$ cat config.mk
export PLATFORM = sky130hd
export DESIGN_NAME = adaptive_threshold_ctrl
export DESIGN_NICKNAME = d
export VERILOG_FILES = /design/src/rtl/threshold_pkg.sv /design/src/rtl/level_counter.sv /design/src/rtl/adaptive_threshold_ctrl.sv
export SDC_FILE = /design/constraint.sdc
export NUM_CORES = 1
export LEC_CHECK = 0
export ABC_AREA = 1
export ABC_CLOCK_PERIOD_IN_PS = 8200
export CAP_MARGIN = 40
export CORE_ASPECT_RATIO = 0.9
export CORE_MARGIN = 2
export CORE_UTILIZATION = 45
export DETAILED_ROUTE_END_ITERATION = 10
export DONT_BUFFER_PORTS = 1
export MAX_ROUTING_LAYER = met4
export PLACE_DENSITY = 0.59
export SLEW_MARGIN = 15
export SYNTH_ARGS = -nofsm -noshare
export SYNTH_HDL_FRONTEND = slang
export SYNTH_SLANG_ARGS = --single-unit
$ cat constraint.sdc
create_clock -name clk_in -period 8.2 [get_ports clk_in]
set_clock_uncertainty 0.15 [all_clocks]
set_input_delay 0.41 -clock clk_in [delete_from_list [all_inputs] [get_ports clk_in]]
set_output_delay 0.41 -clock clk_in [all_outputs]
set_load 0.01 [all_outputs]
$ cat src/rtl/threshold_pkg.sv
// Shared constants and types for the binary pixel threshold stage and its
// adaptive level controller.
package threshold_pkg;

    localparam int NUM_LEVELS = 4;
    localparam int LEVEL_W    = 7;
    localparam int IDX_W      = $clog2(NUM_LEVELS);

    // Candidate threshold levels, lowest first; a pixel is "on" when strictly above.
    localparam logic [LEVEL_W-1:0] THRESH_LEVELS [NUM_LEVELS] = '{7'd25, 7'd51, 7'd77, 7'd102};

    typedef enum logic [1:0] {
        IDLE   = 2'd0,
        ACCUM  = 2'd1,
        SELECT = 2'd2,
        UPDATE = 2'd3
    } state_t;

endpackage

$ cat src/rtl/level_counter.sv
// Saturating count of valid pixels strictly above one threshold level.
module level_counter
    import threshold_pkg::*;
#(
    parameter int                 COUNT_WIDTH = 17,
    parameter logic [LEVEL_W-1:0] LEVEL       = 7'd0
) (
    input  logic                   clk,
    input  logic                   srst,
    input  logic                   clear,
    input  logic                   inc_en,
    input  logic [LEVEL_W-1:0]     pixel,
    output logic [COUNT_WIDTH-1:0] count
);

    logic [COUNT_WIDTH-1:0] count_reg;
    logic [COUNT_WIDTH-1:0] count_next;
    logic                   hit;
    logic                   saturated;

    assign hit       = inc_en && (pixel > LEVEL);
    assign saturated = &count_reg;

    // A clear in the same cycle as a hit starts the fresh frame at one.
    always_comb begin
        count_next = count_reg;
        if (clear) begin
            count_next = {{(COUNT_WIDTH-1){1'b0}}, hit};
        end else if (hit && !saturated) begin
            count_next = count_reg + 1'b1;
        end
    end

    always_ff @(posedge clk) begin
        if (srst) begin
            count_reg <= '0;
        end else begin
            count_reg <= count_next;
        end
    end

    assign count = count_reg;

endmodule

$ cat src/rtl/adaptive_threshold_ctrl.sv
// Per-frame threshold level controller: counts "on" pixels for each level,
// picks the level closest to the target fill, with a manual button override.
module adaptive_threshold_ctrl
    import threshold_pkg::*;
#(
    parameter int COUNT_WIDTH  = 17,
    parameter int TARGET_COUNT = 38400
) (
    input  logic                   clk_in,
    input  logic                   rst_in,
    input  logic                   pixel_valid_in,
    input  logic [LEVEL_W-1:0]     pixel_in,
    input  logic                   frame_start_in,
    input  logic                   frame_end_in,
    input  logic                   manual_mode_in,
    input  logic                   btn_step_in,
    output logic [2:0]             thresh_mux_out,
    output logic [COUNT_WIDTH-1:0] best_count_out,
    output logic                   select_done_out
);

    localparam logic [COUNT_WIDTH:0] TARGET_EXT = (COUNT_WIDTH+1)'(TARGET_COUNT);

    state_t                 state_reg;
    state_t                 state_next;
    logic                   cnt_clear;
    logic                   cnt_inc;
    logic [COUNT_WIDTH-1:0] count_arr [NUM_LEVELS];

    logic [IDX_W-1:0]       idx_reg;
    logic [IDX_W-1:0]       best_idx_reg;
    logic [COUNT_WIDTH:0]   best_dist_reg;
    logic [IDX_W-1:0]       level_reg;
    logic [COUNT_WIDTH-1:0] best_count_reg;
    logic                   select_done_reg;
    logic                   pending_reg;
    logic                   btn_prev_reg;
    logic                   btn_rise;

    logic [COUNT_WIDTH:0]   sel_ext;
    logic [COUNT_WIDTH:0]   sel_dist;

    generate
        for (genvar gi = 0; gi < NUM_LEVELS; gi++) begin : g_level
            level_counter #(
                .COUNT_WIDTH (COUNT_WIDTH),
                .LEVEL       (THRESH_LEVELS[gi])
            ) u_level_counter (
                .clk    (clk_in),
                .srst   (rst_in),
                .clear  (cnt_clear),
                .inc_en (cnt_inc),
                .pixel  (pixel_in),
                .count  (count_arr[gi])
            );
        end
    endgenerate

    always_ff @(posedge clk_in) begin
        if (rst_in) begin
            state_reg <= IDLE;
        end else begin
            state_reg <= state_next;
        end
    end

    // frame_end wins over a coincident frame_start while accumulating.
    always_comb begin
        state_next = state_reg;
        cnt_clear  = 1'b0;
        cnt_inc    = 1'b0;
        case (state_reg)
            IDLE: begin
                if (frame_start_in) begin
                    cnt_clear  = 1'b1;
                    cnt_inc    = pixel_valid_in;
                    state_next = ACCUM;
                end
            end
            ACCUM: begin
                cnt_inc = pixel_valid_in;
                if (frame_end_in) begin
                    state_next = SELECT;
                end else if (frame_start_in) begin
                    cnt_clear = 1'b1;
                end
            end
            SELECT: begin
                if (idx_reg == IDX_W'(NUM_LEVELS - 1)) begin
                    state_next = UPDATE;
                end
            end
            UPDATE: begin
                if (pending_reg || frame_start_in) begin
                    cnt_clear  = 1'b1;
                    state_next = ACCUM;
                end else begin
                    state_next = IDLE;
                end
            end
            default: state_next = IDLE;
        endcase
    end

    assign sel_ext  = {1'b0, count_arr[idx_reg]};
    assign sel_dist = (sel_ext >= TARGET_EXT) ? (sel_ext - TARGET_EXT) : (TARGET_EXT - sel_ext);
    assign btn_rise = btn_step_in && !btn_prev_reg;

    always_ff @(posedge clk_in) begin
        if (rst_in) begin
            idx_reg         <= '0;
            best_idx_reg    <= '0;
            best_dist_reg   <= '0;
            level_reg       <= '0;
            best_count_reg  <= '0;
            select_done_reg <= 1'b0;
            pending_reg     <= 1'b0;
            btn_prev_reg    <= 1'b0;
        end else begin
            btn_prev_reg    <= btn_step_in;
            select_done_reg <= 1'b0;
            idx_reg         <= (state_reg == SELECT) ? idx_reg + 1'b1 : '0;

            // Strict less-than keeps the lower index on ties.
            if (state_reg == SELECT && (idx_reg == '0 || sel_dist < best_dist_reg)) begin
                best_dist_reg <= sel_dist;
                best_idx_reg  <= idx_reg;
            end

            if (state_reg == UPDATE) begin
                best_count_reg  <= count_arr[best_idx_reg];
                select_done_reg <= 1'b1;
                pending_reg     <= 1'b0;
                if (!manual_mode_in) begin
                    level_reg <= best_idx_reg;
                end
            end else if (state_reg == SELECT && frame_start_in) begin
                pending_reg <= 1'b1;
            end

            if (manual_mode_in && btn_rise) begin
                level_reg <= level_reg + 1'b1;
            end
        end
    end

    assign thresh_mux_out  = {1'b0, level_reg};
    assign best_count_out  = best_count_reg;
    assign select_done_out = select_done_reg;

endmodule
==> metrics.md <==
| Metric | Value |
|---|---|
| Clk buf depth | `2` |
| Die Wd | `141 um` |
| Setup tns final | `0 ps` |
| Design Area, Final | `0.00837 mm2` |
| CP required | `8340 ps` |
| Nets | `1,199` |
| # setup viols final | `0` |
| Min-Delay Path Class | `input pin to flop` |
| FP Rows | `45` |
| Worst-path maximum fanout | `25` |
| # port buffers | `0` |
| EDFF count, synth | `0` |
| FF-to-FF Start | `idx_reg[0]` |
| Largest net degree at the start of global routing | `60` |
| Synth cell types | `50` |
| Residual DRC | `0` |
| Initial DRC count | `610` |
| Clock transition at path regs | `60 ps` |
| Critical Setup Path Class | `flop to flop` |
| Synth Area per Inst | `6.57 um2` |
| Post-Synthesis Cell Area | `0.00763 mm2` |
| CP arrival | `4720 ps` |
| Total power draw | `2.27 mW` |
| CP startpoint | `idx_reg[0]` |
| Worst setup SP type | `flop` |
| Status | `complete, no violations` |
| Vias/cell | `5.44` |
| Unrepaired setup endpoints after global routing | `no` |
| IO Count | `35` |
| Final hold violations | `0` |
| Share of cells above drive strength 1 | `0.0879` |
| Initial antenna violation count | `0` |
| Remaining antenna violation count after routing | `0` |
| Die Height | `128 um` |
| GRT Residual Overflow | `0` |
| Routed wire length | `22,700 um` |
| Async set or reset register ratio after synthesis | `0` |
| Fmax achieved | `0.219 GHz` |
| Crit. End Element | `flop` |
| GRT Util Overall | `0.267` |
| Post-DP Area | `0.00773 mm2` |
| Worst-margin pin slew | `798 ps` |
| Main synth FF type | `dfxtp_1` |
| Core Area | `0.0167 mm2` |
| Post-Synthesis Cells | `1,162` |
| Number of global-route vias before repair | `6,881` |
| Synthesized net count | `1,211` |
| Reg2Reg Setup Slack | `3620 ps` |
| Dpl hpwl | `16,400 um` |
| CTS tree | `built` |
| Vias | `7,469` |
| Period utilisation layout | `0.558` |
| Placer Congestion | `0.897` |
| Detailed Routing Iterations Pass 1 | `5` |
| Starting Density | `0.456` |
| N_diodes | `0` |
| Yosys warnings | `0` |
| Min-Delay Startpoint | `rst_in` |
| Final Max Tran Viols | `0` |
| Max_cap viols | `0` |
| Largest register FFs | `68` |
| Final Core Density | `0.501` |
| Clk sink count | `114` |
| Layout Area Growth over Synthesis | `9.74%` |
| Sequential area share after synthesis | `0.299` |
| Lkg Pwr | `3.44 nW` |
| Root Driver | `clkbuf_16` |
| Worst slew margin | `0.467` |
| Wire per inst | `16.6 um` |
| Maximum vdd drop | `0.165 mV` |
| Fin crit period | `4580 ps` |
| Worst setup margin | `3620 ps` |
| H-Tree Depth | `4` |
| Clock latency at the later pin of the worst-skew pair | `420 ps` |
| CTS buffer count | `17` |
| Yosys reg bits | `114` |
| Cell Pwr Density | `271 mW/mm2` |
| DIE AREA | `0.0180 mm2` |
| Pre-CTS setup slack | `3740 ps` |
| First-pass GRT wire length | `36,500 um` |
[synthesized netlist by cell type (all sizes together), types with 5 or more instances]
cell	count	area [um2]
ha	35	438
xor2	14	123
nor3	23	115
nand3	76	440
nor2	105	457
xnor2	5	43.8
a211oi	8	65.1
dfxtp	114	2280
a32o	13	130
nand2	320	1270
o21ai	91	463
o21a	5	37.5
nor4	13	81.3
a21oi	110	566
clkbuf	16	60.1
buf	26	205
nand4	19	119
inv	141	537
[layout make-up]
| type | count | area [um2] |
|---|---|---|
| clock buffers | 20 | 467 |
| multi-input cells | 862 | 4540 |
| fillers | 1658 | 8350 |
| clock inverters | 10 | 156 |
| repair buffers | 11 | 118 |
| inverters | 144 | 548 |
| flip-flops and latches | 114 | 2280 |
| well taps | 211 | 264 |
[worst paths after layout]
path / endpoint / cells after the start
setup / recovery: best_dist_reg[13] / 23
hold / removal: pending_reg / 3
setup reg to reg: best_dist_reg[13] / 23
hold reg to reg: best_dist_reg[16] / 2
[per-stage QoR]
stage	hold WS, ps	instances
2_1_floorplan	292	1162
3_3_place_gp	298	1336
3_5_place_dp	314	1340
4_1_cts	5.28	1372
5_1_grt	26.9	1372
6_report	25.5	1372
[layout by cell type (no fill, tap or decap), types with 4 or more instances in the layout]
master,netlist,routed
a211oi_1,7,7
a21oi_1,106,106
a21oi_2,4,4
a32o_1,13,13
buf_4,5,6
bufinv_16,0,4
clkbuf_16,0,17
clkinv_2,0,4
dfxtp_1,114,113
ha_1,35,35
inv_1,132,132
inv_2,7,7
nand2_1,299,299
nand2_2,17,17
nand2_4,4,4
nand3_1,67,67
nand3_2,7,7
nand4_1,19,19
nor2_1,92,91
nor2_2,7,8
nor2_4,6,6
nor3_1,23,23
nor4_1,13,13
o21a_1,5,5
o21ai_0,82,82
o21ai_1,7,7
xnor2_1,5,5
xor2_1,14,14
[power by group]
part / switching (mW) / total (mW) / internal, mW / leakage [nW]
registers: 0.0464 / 0.655 / 0.609 / 0.923
clock network: 0.274 / 0.802 / 0.528 / 0.308
logic: 0.535 / 0.811 / 0.276 / 2.21
[worst max-delay path: stages, from the launching register on]
cell and delay [ps]:
dfxtp_1 750, buf_4 410, nand2_1 80, nand2_1 80, nand2_1 50, nand2_1 200
ha_1 250, nand2_1 90, nor2_1 100, nand3_1 100, nand3_1 80, nand3_1 80
nand2_1 110, inv_1 60, ha_1 310, nand4_1 120, nor3_1 270, nand3b_1 140
nand2_1 110, nand2_1 60, nand2_1 590, nand2_1 110, nand2_1 90, a21oi_1 60
[per-layer routing]
layer / up-vias / global-route usage / wire length [um]
met3: 36 / 0.0491 / 1310
met1: 3395 / 0.370 / 11100
met5: - / - / 0
met2: 232 / 0.395 / 9780
li1: 3806 / - / -
met4: 0 / 0.0888 / 530
[cells by family after synthesis]
group | synth area share
fa+ha+maj | 0.0574
other cells | 0.000492
xor+xnor | 0.0218
buf+inv | 0.107
compound gates | 0.177
simple gates | 0.338
flops | 0.299
[repair_timing]
action | 4_1_cts | 5_1_grt
hold buffers | 2 | 0
resized for setup | 0 | 0
hold endpoints to repair | 13 | 0
setup buffers | 0 | 0
Note: power is estimated with default switching activity, not from simulation.
